[src/rtl/issue_stage_pkg.sv]
// Shared widths and defaults for the issue stage and its register scoreboard.
package issue_stage_pkg;
    localparam int XLEN_DEF  = 32;
    localparam int NREGS_DEF = 32;
    localparam int REG_W     = 5;
    localparam int CODE_W    = 12;
    localparam int STALL_W   = 32;
endpackage

[src/rtl/issue_stage_scoreboard.sv]
// Register busy scoreboard: one set port (issue), one clear port (writeback),
// two combinational read ports that see a same-cycle writeback as already clear.
module issue_stage_scoreboard
    import issue_stage_pkg::*;
#(
    parameter int NREGS = NREGS_DEF
) (
    input  logic             clk,
    input  logic             rst,
    input  logic             set_i,
    input  logic [REG_W-1:0] set_rd_i,
    input  logic             clr_i,
    input  logic [REG_W-1:0] clr_rd_i,
    input  logic [REG_W-1:0] rd_a_i,
    input  logic [REG_W-1:0] rd_b_i,
    output logic             eff_a_o,
    output logic             eff_b_o
);

    logic [NREGS-1:0] busy_q;
    logic [NREGS-1:0] busy_d;

    // Set is applied after clear so a new writer wins over a retiring one.
    always_comb begin
        busy_d = busy_q;
        if (clr_i) busy_d[clr_rd_i] = 1'b0;
        if (set_i) busy_d[set_rd_i] = 1'b1;
        busy_d[0] = 1'b0;
    end

    always_ff @(posedge clk or posedge rst) begin
        if (rst) busy_q <= '0;
        else     busy_q <= busy_d;
    end

    assign eff_a_o = busy_q[rd_a_i] & ~(clr_i & (clr_rd_i == rd_a_i));
    assign eff_b_o = busy_q[rd_b_i] & ~(clr_i & (clr_rd_i == rd_b_i));

endmodule

[src/rtl/issue_stage.sv]
// Issue stage: RAW hazard check against the scoreboard and the held entry,
// one-entry output register with valid/ready, flush, and a saturating stall counter.
module issue_stage
    import issue_stage_pkg::*;
#(
    parameter int XLEN  = XLEN_DEF,
    parameter int NREGS = NREGS_DEF
) (
    input  logic               clk,
    input  logic               rst,
    input  logic               in_valid,
    output logic               in_ready,
    input  logic [REG_W-1:0]   in_rs1,
    input  logic [REG_W-1:0]   in_rs2,
    input  logic [REG_W-1:0]   in_rd,
    input  logic               in_wen,
    input  logic [XLEN-1:0]    in_imm,
    input  logic [CODE_W-1:0]  in_code,
    input  logic [XLEN-1:0]    in_pc,
    output logic               out_valid,
    input  logic               out_ready,
    output logic [REG_W-1:0]   out_rs1,
    output logic [REG_W-1:0]   out_rs2,
    output logic [REG_W-1:0]   out_rd,
    output logic               out_wen,
    output logic [XLEN-1:0]    out_imm,
    output logic [CODE_W-1:0]  out_code,
    output logic [XLEN-1:0]    out_pc,
    input  logic               wb_valid,
    input  logic [REG_W-1:0]   wb_rd,
    input  logic               flush,
    output logic [STALL_W-1:0] stall_cnt
);

    logic               out_valid_q, out_valid_d;
    logic [REG_W-1:0]   out_rs1_q, out_rs2_q, out_rd_q;
    logic               out_wen_q;
    logic [XLEN-1:0]    out_imm_q, out_pc_q;
    logic [CODE_W-1:0]  out_code_q;
    logic [STALL_W-1:0] stall_q, stall_d;

    logic eff_rs1, eff_rs2;
    logic hold_wr_rs1, hold_wr_rs2;
    logic haz_rs1, haz_rs2, hazard;
    logic accept, issue_wr;

    // A held entry leaving this cycle still counts as issued, even under flush.
    assign issue_wr = out_valid_q & out_ready & out_wen_q & (out_rd_q != '0);

    issue_stage_scoreboard #(.NREGS(NREGS)) u_sb (
        .clk      (clk),
        .rst      (rst),
        .set_i    (issue_wr),
        .set_rd_i (out_rd_q),
        .clr_i    (wb_valid),
        .clr_rd_i (wb_rd),
        .rd_a_i   (in_rs1),
        .rd_b_i   (in_rs2),
        .eff_a_o  (eff_rs1),
        .eff_b_o  (eff_rs2)
    );

    assign hold_wr_rs1 = out_valid_q & out_wen_q & (out_rd_q == in_rs1);
    assign hold_wr_rs2 = out_valid_q & out_wen_q & (out_rd_q == in_rs2);
    assign haz_rs1     = (in_rs1 != '0) & (eff_rs1 | hold_wr_rs1);
    assign haz_rs2     = (in_rs2 != '0) & (eff_rs2 | hold_wr_rs2);
    assign hazard      = haz_rs1 | haz_rs2;

    assign in_ready = ~flush & ~hazard & (~out_valid_q | out_ready);
    assign accept   = in_valid & in_ready;

    always_comb begin
        out_valid_d = out_valid_q;
        if (flush)                  out_valid_d = 1'b0;
        else if (accept)            out_valid_d = 1'b1;
        else if (out_ready)         out_valid_d = 1'b0;
    end

    always_comb begin
        stall_d = stall_q;
        if (in_valid & hazard & ~flush & (stall_q != '1)) stall_d = stall_q + 1'b1;
    end

    always_ff @(posedge clk or posedge rst) begin
        if (rst) begin
            out_valid_q <= 1'b0;
            stall_q     <= '0;
        end else begin
            out_valid_q <= out_valid_d;
            stall_q     <= stall_d;
        end
    end

    // Payload only moves on accept; it is left stale while out_valid is low.
    always_ff @(posedge clk or posedge rst) begin
        if (rst) begin
            out_rs1_q  <= '0;
            out_rs2_q  <= '0;
            out_rd_q   <= '0;
            out_wen_q  <= 1'b0;
            out_imm_q  <= '0;
            out_code_q <= '0;
            out_pc_q   <= '0;
        end else if (accept) begin
            out_rs1_q  <= in_rs1;
            out_rs2_q  <= in_rs2;
            out_rd_q   <= in_rd;
            out_wen_q  <= in_wen;
            out_imm_q  <= in_imm;
            out_code_q <= in_code;
            out_pc_q   <= in_pc;
        end
    end

    assign out_valid = out_valid_q;
    assign out_rs1   = out_rs1_q;
    assign out_rs2   = out_rs2_q;
    assign out_rd    = out_rd_q;
    assign out_wen   = out_wen_q;
    assign out_imm   = out_imm_q;
    assign out_code  = out_code_q;
    assign out_pc    = out_pc_q;
    assign stall_cnt = stall_q;

endmodule

[config.mk]
export PLATFORM = sky130hd
export DESIGN_NAME = issue_stage
export DESIGN_NICKNAME = d
export VERILOG_FILES = /design/src/rtl/issue_stage_pkg.sv /design/src/rtl/issue_stage_scoreboard.sv /design/src/rtl/issue_stage.sv
export SDC_FILE = /design/constraint.sdc
export NUM_CORES = 1
export LEC_CHECK = 0
export BUFFER_PORTS_ARGS = -buffer_cell sky130_fd_sc_hd__buf_2
export CELL_PAD_IN_SITES_DETAIL_PLACEMENT = 1
export CELL_PAD_IN_SITES_GLOBAL_PLACEMENT = 2
export CORE_ASPECT_RATIO = 1.5
export CORE_MARGIN = 2
export CORE_UTILIZATION = 35
export CTS_CLUSTER_SIZE = 24
export DETAILED_ROUTE_END_ITERATION = 10
export PLACE_DENSITY_LB_ADDON = 0.1
export SLEW_MARGIN = 25
export SYNTH_ARGS = -nofsm -noshare
export SYNTH_HDL_FRONTEND = slang
export SYNTH_SLANG_ARGS = --single-unit
[constraint.sdc]
create_clock -name clk -period 7.55 [get_ports clk]
set_clock_uncertainty 0.05 [all_clocks]
set_input_delay 0.3775 -clock clk [delete_from_list [all_inputs] [get_ports clk]]
set_output_delay 0.3775 -clock clk [all_outputs]
set_load 0.03 [all_outputs]
==> flow_metrics.env, run 1 <==
export IMPL_critical_path_class="in -> out"
export IMPL_dieArea_um2=21800
export IMPL_cts_num_sinks=156
export IMPL_setup_violations=0
export IMPL_ys_async_sr_fraction_pct=100
export IMPL_swShare_pct=37.1
export IMPL_ys_seq_elements=156
export IMPL_wirelength_um=21900
export IMPL_clockRootBuffer="clkbuf_16"
export IMPL_rsz0062_at_grt="false"
export IMPL_core_area_um2=20300
export IMPL_worst_ir_drop_vdd_v=0.000129
export IMPL_drc=0
export IMPL_finalHoldViolCount=0
export IMPL_ant_nets=0
export IMPL_p_int_uw=1850
export IMPL_cts_setup_buffers=0
export IMPL_maxCapViolCount=0
export IMPL_cp_data_required_time_ns=7.12
export IMPL_cp_arrival_ns=3.05
export IMPL_grt_pass1_wl_um=34100
export IMPL_power_clock_fraction_pct=30.0
export IMPL_fin_tns_setup_ns=0
export IMPL_cts_buffers=17
export IMPL_grtUsageTotal_pct=20.4
export IMPL_nets=899
export IMPL_clk_latency_ns=0.43
export IMPL_fin_crit_sh_pct=46.1
export IMPL_grt_max_degree=94
export IMPL_chipHeight_um=180
export IMPL_dr_first_iter_drc_count=206
export IMPL_die_width_um=121
export IMPL_synthCells=581
export IMPL_cts_tree="built"
export IMPL_vias=5513
export IMPL_dp_hpwl_um=15800
export IMPL_p_switching_uw=1100
export IMPL_combPwrFrac_pct=30.3
export IMPL_max_slew_margin_rel_pct=40.2
export IMPL_gp_congestion=0.854
export IMPL_synth_top_area_cell="dfrtp_1"
export IMPL_synth_nets=685
export IMPL_yosysSeqAreaShare_pct=54.1
export IMPL_p_per_area_nw_per_um2=322
export IMPL_hp_class="in -> async"
export IMPL_drv_slew=0
export IMPL_io_buffers=228
export IMPL_wl_per_cell_um=20.4
export IMPL_grt_antenna_before_repair=0
export IMPL_status="completed"
export IMPL_overflow=0
export IMPL_reg2reg_depth=9
export IMPL_clkTransAtPathRegs_ns=0.06
export IMPL_io_pins=229
export IMPL_grt_pass1_vias=6089
export IMPL_p_leak_uw=0.00437
export IMPL_cts_resized=0
export IMPL_cts_buffer_depth=2
export IMPL_post_synth_cell_area_avg_um2=12.4
export IMPL_syn2layout_area_growth_pct=27.0
export IMPL_seqPwrFrac_pct=39.7
export IMPL_start_kind="primary input"
export IMPL_end_kind="output pin"
export IMPL_viasPerCell=5.14
export IMPL_synth_cell_types=45
export IMPL_layout_drive_gt1_share_pct=39.0
export IMPL_netlist_area_um2=7210
export IMPL_firstDrtPassIters=4
export IMPL_synth_ff_type="dfrtp_1"
export IMPL_worst_pin_slew_ns=0.897
export IMPL_place_ws_ns=3.76
export IMPL_synth_edf_count=0
export IMPL_final_min_clock_period_ns=3.48
export IMPL_stdcell_area_um2=9160
export IMPL_yosys_area_top_type_share_pct=54.1
export IMPL_total_power_uw=2950
export IMPL_netlist_top_cells_area="dfrtp_1 54%, mux2_1 11%, xor2_1 5.7%"
export IMPL_htreeDepth=4
export IMPL_antenna_cells=0
export IMPL_worst_slack_ns=4.07
export IMPL_mostFrequentLayoutCells="228 x buf_2, 156 x dfrtp_1, 69 x mux2_1"
export IMPL_std_cell_rows=64
export IMPL_yosysWarnings=0
export IMPL_dpl_cell_area_um2=8550
export IMPL_fmax_ghz=0.288
export IMPL_cp_max_fo=33
export IMPL_initial_core_util_pct=35.4
export IMPL_postCtsHoldBufs=0
export IMPL_final_common_cell="buf_2"
## per-layer routing
metal | track usage (%) | vias to the layer above | wire (um)
met3 | 4.12 | 35 | 844
met2 | 37.2 | 139 | 12000
met4 | 7.54 | 0 | 586
met1 | 23.2 | 2814 | 8420
met5 | 0 | - | 0
li1 | - | 2525 | -
## state kept, by name, indices dropped and copies added (netlist names)
signal and flops:
out_code 12, u_sb.busy_q 31, out_rd 5, out_imm 32, stall_cnt 32, out_rs2 5, out_rs1 5, out_valid 1
out_pc 32, out_wen 1
## layout make-up
class,count,area [um2]
clock inverter,9,109
timing repair buffer,232,1170
sequential,156,3900
fill,2240,11200
multi-input combinational,383,3120
tap,264,330
clock buffer,23,498
inverter,5,23.8
## worst max-delay path, cell delays in order
cell and delay (ns):
buf_2 0.39, mux4_2 0.56, mux2_2 0.27, o32ai_1 0.28, nor4bb_1 0.15, a311oi_4 0.21
buf_4 0.38, nand2_1 0.09, nor2_1 0.11, buf_2 0.21
## final timing paths
check                                   to             from  slack (ns)
setup reg to reg                out_pc[13]  u_sb.busy_q[15]        4.24
hold reg to reg               out_code[11]     out_code[11]        0.43
setup / recovery                  in_ready        in_rs2[0]        4.07
min in group clk                out_imm[7]        in_imm[7]        0.11
max in group asynchronous  u_sb.busy_q[26]              rst        5.96
hold / removal                  out_pc[29]              rst        0.08
## per-stage QoR
step	util, %	hold WS [ns]	instances
after floorplan	-	0.431	581
after global placement	42.0	0.419	1040
after detailed placement	42.0	0.425	1040
after CTS	45.0	0.0879	1072
after global routing	45.0	0.0964	1072
final	45.0	0.0771	1072
## cells by family (layout without fill, tap and decap cells)
family / after synthesis / count (layout) / share of synthesized area, %
multiplexers: 117 / 117 / 19.6
buffers and inverters: 42 / 269 / 2.97
XOR/XNOR: 51 / 51 / 6.20
AO/OA/AOI/OAI: 79 / 79 / 6.30
AND/OR/NAND/NOR: 135 / 135 / 10.6
adder cells (fa/ha/maj): 1 / 1 / 0.174
flip-flops: 156 / 156 / 54.1
## Yosys cell counts (12+ instances only)
cell	n
nand3_1	16
nor2_1	15
mux2_2	26
mux2i_1	12
nor4_1	20
clkbuf_1	20
nand2_1	21
dfrtp_1	156
o21ai_0	63
mux2_1	69
nor3_1	15
xor2_1	47
## power groups by stage
| stage | registers [uW] | clock network, uW | logic [uW] |
|---|---|---|---|
| final | 1170 | 884 | 895 |
| after global routing | 1200 | 938 | 952 |
| after CTS | 1170 | 907 | 910 |
| after detailed placement | 1190 | 0 | 907 |
| after global placement | 1170 | 0 | 892 |
| after floorplan | 1480 | 0 | 287 |
No activity file was read; power rests on OpenSTA's default activity.
==> inputs of run 2 (changes only) <==
--- a/config.mk
+++ b/config.mk
@@ -10,7 +10,7 @@
 export CELL_PAD_IN_SITES_GLOBAL_PLACEMENT = 2
 export CORE_ASPECT_RATIO = 1.5
 export CORE_MARGIN = 2
-export CORE_UTILIZATION = 35
+export CORE_UTILIZATION = 29
 export CTS_CLUSTER_SIZE = 24
 export DETAILED_ROUTE_END_ITERATION = 10
 export PLACE_DENSITY_LB_ADDON = 0.1
==> constraint.sdc (replaced) <==
create_clock -name clk -period 3.1 [get_ports clk]
set_clock_uncertainty 0.05 [all_clocks]
set_input_delay 0.155 -clock clk [delete_from_list [all_inputs] [get_ports clk]]
set_output_delay 0.155 -clock clk [all_outputs]
set_load 0.03 [all_outputs]
==> run 2 against run 1 <==
  * Sequential share of layout area is 4.8 points lower
  * Sequential cell count is the same
  * Wire length is 17% higher
  * Power rose to 2.6 times the previous value
  * Worst setup slack got worse by 3.9 ns
  * Register-to-register slack got worse by 4.0 ns
  * Design area increased by 13%
  * Largest power group unchanged
  * Combinational power rose to 2.7 times the previous value
  * Non-clock buffer count up 105
==> flow_metrics.env, run 2 (synthesis gave the netlist of run 1 again) <==
export IMPL_finalHoldViolCount=0
export IMPL_path_buf_inv=4
export IMPL_dr_first_iter_drc_count=170
export IMPL_worst_ir_drop_vdd_v=0.000362
export IMPL_worst_pin_slew_ns=0.828
export IMPL_final_common_cell="buf_2"
export IMPL_final_min_clock_period_ns=2.91
export IMPL_drv_slew=0
export IMPL_grt_pass1_wl_um=39900
export IMPL_grt_pass1_vias=6761
export IMPL_grt_max_degree=141
export IMPL_fmax_ghz=0.343
export IMPL_end_kind="flip-flop"
export IMPL_status="completed"
export IMPL_nets=1004
export IMPL_chipHeight_um=197
export IMPL_hp_class="in -> reg"
export IMPL_grt_antenna_before_repair=3
export IMPL_viasPerCell=4.85
export IMPL_worst_slack_ns=0.188
export IMPL_p_leak_uw=0.00487
export IMPL_overflow=0
export IMPL_hold_ws_ns=0.0676
export IMPL_power_clock_fraction_pct=30.2
export IMPL_vias=6018
export IMPL_cp_slowest_cell="dlygate4sd3_1"
export IMPL_cts_buffers=17
export IMPL_cts_tree="built"
export IMPL_seqPwrFrac_pct=37.4
export IMPL_cp_data_required_time_ns=3.36
export IMPL_gp_congestion=0.898
export IMPL_setup_violations=0
export IMPL_firstDrtPassIters=5
export IMPL_fillers=2690
export IMPL_wl_per_cell_um=20.7
export IMPL_place_ws_ns=0.176
export IMPL_clk_latency_ns=0.43
export IMPL_htreeDepth=4
export IMPL_cp_max_fo=34
export IMPL_combPwrFrac_pct=32.3
export IMPL_layout_drive_gt1_share_pct=36.6
export IMPL_cts_num_sinks=156
export IMPL_syn2layout_area_growth_pct=43.2
export IMPL_p_per_area_nw_per_um2=729
export IMPL_stdcell_area_um2=10300
export IMPL_area_sequential_um2=3900
export IMPL_multiInputGateArea_um2=3130
export IMPL_fin_tns_setup_ns=0
export IMPL_drc=0
export IMPL_swShare_pct=36.3
export IMPL_dp_hpwl_um=18700
export IMPL_fin_crit_sh_pct=93.9
export IMPL_max_slew_margin_rel_pct=44.8
export IMPL_cts_buffer_depth=2
export IMPL_mostFrequentLayoutCells="228 x buf_2, 156 x dfrtp_1, 85 x dlygate4sd3_1"
export IMPL_cp_arrival_ns=3.17
export IMPL_initial_core_util_pct=29.5
export IMPL_wirelength_um=25700
export IMPL_critical_path_class="in -> reg"
export IMPL_dieArea_um2=26200
export IMPL_p_switching_uw=2730
export IMPL_core_area_um2=24400
export IMPL_critPathTopFamily="buffers and inverters"
export IMPL_io_pins=229
export IMPL_grtUsageTotal_pct=20.1
export IMPL_std_cell_rows=70
export IMPL_io_buffers=228
export IMPL_ant_nets=0
export IMPL_critPathMaxStageDelay_ns=0.56
export IMPL_p_int_uw=4800
export IMPL_clkTransAtPathRegs_ns=0.06
export IMPL_die_width_um=133
export IMPL_fin_util_pct=42.3
export IMPL_clockRootBuffer="clkbuf_16"
export IMPL_path_cells="dlygate4sd3_1, buf_2, or2_2, o211ai_1, nor3_1, nor4_1, a311oi_4, buf_4, nand3_4, buf_6, mux2_1"
export IMPL_maxCapViolCount=0
export IMPL_rsz0062_at_grt="false"
export IMPL_dpl_cell_area_um2=8790
export IMPL_start_kind="primary input"
[run 2: changes by cell type in the layout (fill, tap and decap cells not counted), sizes merged]
cell	delta
clkinvlp	-3
dlygate4sd3	+85
bufinv	+2
clkbuf	+4
buf	+19
inv	-2
diode	+3
[run 2: repair_timing]
action                     CTS  global route
setup buffers                2             0
hold buffers                85             0
pin swaps                    1             1
gates cloned                 1             0
gates resized for setup      1             4
hold endpoints to repair   100             0
setup endpoints to repair    1            35
[run 2: path summary, 6_finish.rpt]
path | startpoint | end | slack [ns] | cells after the start
max | in_rs1[1] | out_imm[3] | 0.19 | 11
min | in_rs1[4] | out_rs1[4] | 0.07 | 2
max reg2reg | u_sb.busy_q[8] | out_imm[3] | 0.23 | 9
min reg2reg | out_pc[25] | out_pc[25] | 0.44 | 1
max in group asynchronous | rst | out_pc[4] | 1.66 | 4
min in group asynchronous | rst | out_imm[10] | 0.25 | 3
[run 2: power by group through the flow]
stage | Sequential [uW] | Combinational, uW | Clock, uW
4_1_cts | 2830 | 2460 | 2350
3_3_place_gp | 2830 | 2300 | 0
3_5_place_dp | 2860 | 2350 | 0
5_1_grt | 2880 | 2580 | 2430
6_report | 2820 | 2440 | 2280
2_1_floorplan | 3600 | 700 | 0
[run 2: stage by stage]
stage               cells  total power (uW)
detailed placement   1117              5220
finish               1240              7530
CTS                  1237              7640
floorplan             581              4300
global route         1239              7890
global placement     1117              5130
[run 2: routing by layer]
metal	track usage (%)	vias up	part of all wire (%)
met5	0	-	0
met4	8.56	0	3.2
met3	4.13	42	3.1
met2	39.0	150	57
met1	20.8	3086	37
li1	-	2740	-
[run 2: layout make-up]
cell class | instances | area share, %
Antenna cell | 3 | 0.0727
Clock buffer | 26 | 4.93
Clock inverter | 6 | 1.26
Inverter | 5 | 0.218
Multi-Input combinational cell | 383 | 30.3
Sequential cell | 156 | 37.8
Tap cell | 324 | 3.93
Timing Repair Buffer | 337 | 21.5
==> inputs of run 3 (changes only) <==
--- a/config.mk
+++ b/config.mk
@@ -5,7 +5,7 @@
 export SDC_FILE = /design/constraint.sdc
 export NUM_CORES = 1
 export LEC_CHECK = 0
-export BUFFER_PORTS_ARGS = -buffer_cell sky130_fd_sc_hd__buf_2
+export BUFFER_PORTS_ARGS = -buffer_cell sky130_fd_sc_hd__clkbuf_2
 export CELL_PAD_IN_SITES_DETAIL_PLACEMENT = 1
 export CELL_PAD_IN_SITES_GLOBAL_PLACEMENT = 2
 export CORE_ASPECT_RATIO = 1.5
==> run 3 against run 2 <==
  * Wire length down 2.5%
  * Sequential cell count did not move
  * Final cell count shrank 0.40%
  * Via count fell by 0.50%
  * Core utilization is essentially flat
  * Critical path depth decreased by 2
  * Combinational power about the same
  * Die area unchanged
  * Count of clock-buffer cells in the layout shrank 8
  * Sequential power hardly changed
  * Critical endpoint is now in_ready
==> flow_metrics.env, run 3 (synthesis gave the netlist of run 1 again) <==
export IMPL_status="completed"
export IMPL_grt_pass1_wl_um=39400
export IMPL_ant_nets=0
export IMPL_hp_class="in -> reg"
export IMPL_setup_violations=0
export IMPL_io_buffers=228
export IMPL_clkTransAtPathRegs_ns=0.07
export IMPL_final_min_clock_period_ns=2.98
export IMPL_routed_wl_met2_um=14200
export IMPL_combPwrFrac_pct=32.5
export IMPL_cts_num_sinks=156
export IMPL_seqPwrFrac_pct=37.6
export IMPL_grtUsageTotal_pct=19.6
export IMPL_reg2reg_depth=9
export IMPL_dr_wl_met3_um=812
export IMPL_viasPerCell=4.85
export IMPL_place_ws_ns=0.159
export IMPL_reg2reg_from="u_sb.busy_q[13]"
export IMPL_grt_antenna_before_repair=1
export IMPL_power_clock_fraction_pct=29.8
export IMPL_worst_ir_drop_vdd_v=0.000391
export IMPL_cts_tree="built"
export IMPL_p_leak_uw=0.00487
export IMPL_core_area_um2=24400
export IMPL_p_int_uw=4700
export IMPL_r2r_slack_ns=0.14
export IMPL_critical_path_startpoint="u_sb.busy_q[13]"
export IMPL_drc=0
export IMPL_overflow=0
export IMPL_vias=5988
export IMPL_firstDrtPassIters=4
export IMPL_p_per_area_nw_per_um2=727
export IMPL_layout_drive_gt1_share_pct=36.8
export IMPL_std_cell_rows=70
export IMPL_whs_path_depth=2
export IMPL_finalHoldViolCount=0
export IMPL_mostFrequentLayoutCells="227 x clkbuf_2, 156 x dfrtp_1, 84 x dlygate4sd3_1"
export IMPL_critical_path_class="reg -> out"
export IMPL_cp_data_required_time_ns=2.89
export IMPL_top_layer_used="met4"
export IMPL_fin_crit_sh_pct=96.2
export IMPL_clk_latency_ns=0.43
export IMPL_cts_buffers=17
export IMPL_grt_max_degree=157
export IMPL_chipHeight_um=197
export IMPL_syn2layout_area_growth_pct=43.1
export IMPL_gp_congestion=0.750
export IMPL_max_slew_margin_rel_pct=40.2
export IMPL_fmax_ghz=0.335
export IMPL_cp_max_fo=3
export IMPL_hold_ws_ns=0.0903
export IMPL_initial_core_util_pct=29.5
export IMPL_maxCapViolCount=0
export IMPL_swShare_pct=37.3
export IMPL_dp_hpwl_um=17900
export IMPL_p_switching_uw=2800
export IMPL_end_kind="output pin"
export IMPL_worst_slack_ns=0.117
export IMPL_start_kind="flip-flop"
export IMPL_final_common_cell="clkbuf_2"
export IMPL_met1_length_um=9460
export IMPL_fin_tns_setup_ns=0
export IMPL_worst_pin_slew_ns=0.897
export IMPL_dieArea_um2=26200
export IMPL_io_pins=229
export IMPL_wl_per_cell_um=20.3
export IMPL_wirelength_um=25000
export IMPL_clockRootBuffer="clkbuf_16"
export IMPL_die_width_um=133
export IMPL_rsz0062_at_grt="false"
export IMPL_drv_slew=0
export IMPL_cp_arrival_ns=2.78
export IMPL_cts_buffer_depth=2
export IMPL_fin_util_pct=42.2
export IMPL_r2r_end="out_pc[11]"
export IMPL_htreeDepth=4
export IMPL_dr_first_iter_drc_count=190
export IMPL_nets=1001
export IMPL_grt_pass1_vias=6750
export IMPL_endpoint="in_ready"
[run 3: changes by cell type in the layout (fill, tap and decap cells not counted), sizes merged]
cell,delta
clkinv,+3
clkinvlp,+3
clkbuf,+219
bufbuf,+1
buf,-230
inv,+2
diode,-2
dlygate4sd3,-1
[run 3: final cells by class]
type,instances,area (um2)
clock inverter,14,193
timing repair buffer,334,2230
antenna,1,2.50
multi-input combinational,383,3130
sequential,156,3900
tap,324,405
inverter,5,22.5
clock buffer,18,429
fill,2696,14100
[run 3: repair_timing]
| item | in CTS | in global routing |
|---|---|---|
| setup endpoints to repair | 1 | 90 |
| gates cloned | 1 | 0 |
| hold endpoints to repair | 112 | 0 |
| hold buffers | 84 | 0 |
| pin swaps | 1 | 4 |
| setup buffers | 2 | 1 |
| gates resized for setup | 4 | 1 |
[run 3: metal layers]
layer | up-vias | GRT usage [%]
met4 | 0 | 6.69
met2 | 144 | 37.5
li1 | 2724 | -
met1 | 3095 | 21.5
met3 | 25 | 3.87
met5 | - | 0
[run 3: critical path, cell delays in order, from the launching register on]
cell	delay (ns)
dfrtp_1	0.39
mux4_2	0.47
mux2_4	0.30
o32ai_2	0.26
nor4bb_1	0.13
a311oi_4	0.28
buf_12	0.14
nand2_1	0.06
nor2_2	0.14
clkbuf_8	0.17
[run 3: worst min path at each step]
stage               startpoint           to  slack, ns
floorplan                flush    out_valid       0.21
global placement      in_pc[5]    out_pc[5]       0.32
detailed placement  in_imm[19]  out_imm[19]       0.32
CTS                  in_rs1[4]   out_rs1[4]       0.08
global route         in_rs1[4]   out_rs1[4]       0.11
finish               in_rs1[4]   out_rs1[4]       0.09
[run 3: power groups by stage]
stage          clock (uW)  sequential [uW]  combinational (uW)
2_1_floorplan           0             3600                 700
3_3_place_gp            0             2830                2290
3_5_place_dp            0             2870                2340
4_1_cts              2300             2830                2470
5_1_grt              2390             2890                2570
6_report             2240             2820                2440
[run 3: per-stage QoR]
stage          area [um2]  power, uW  instances
2_1_floorplan        7210       4300        581
3_3_place_gp         8780       5130       1115
3_5_place_dp         8780       5210       1115
4_1_cts             10300       7600       1234
5_1_grt             10300       7860       1235
6_report            10300       7500       1235
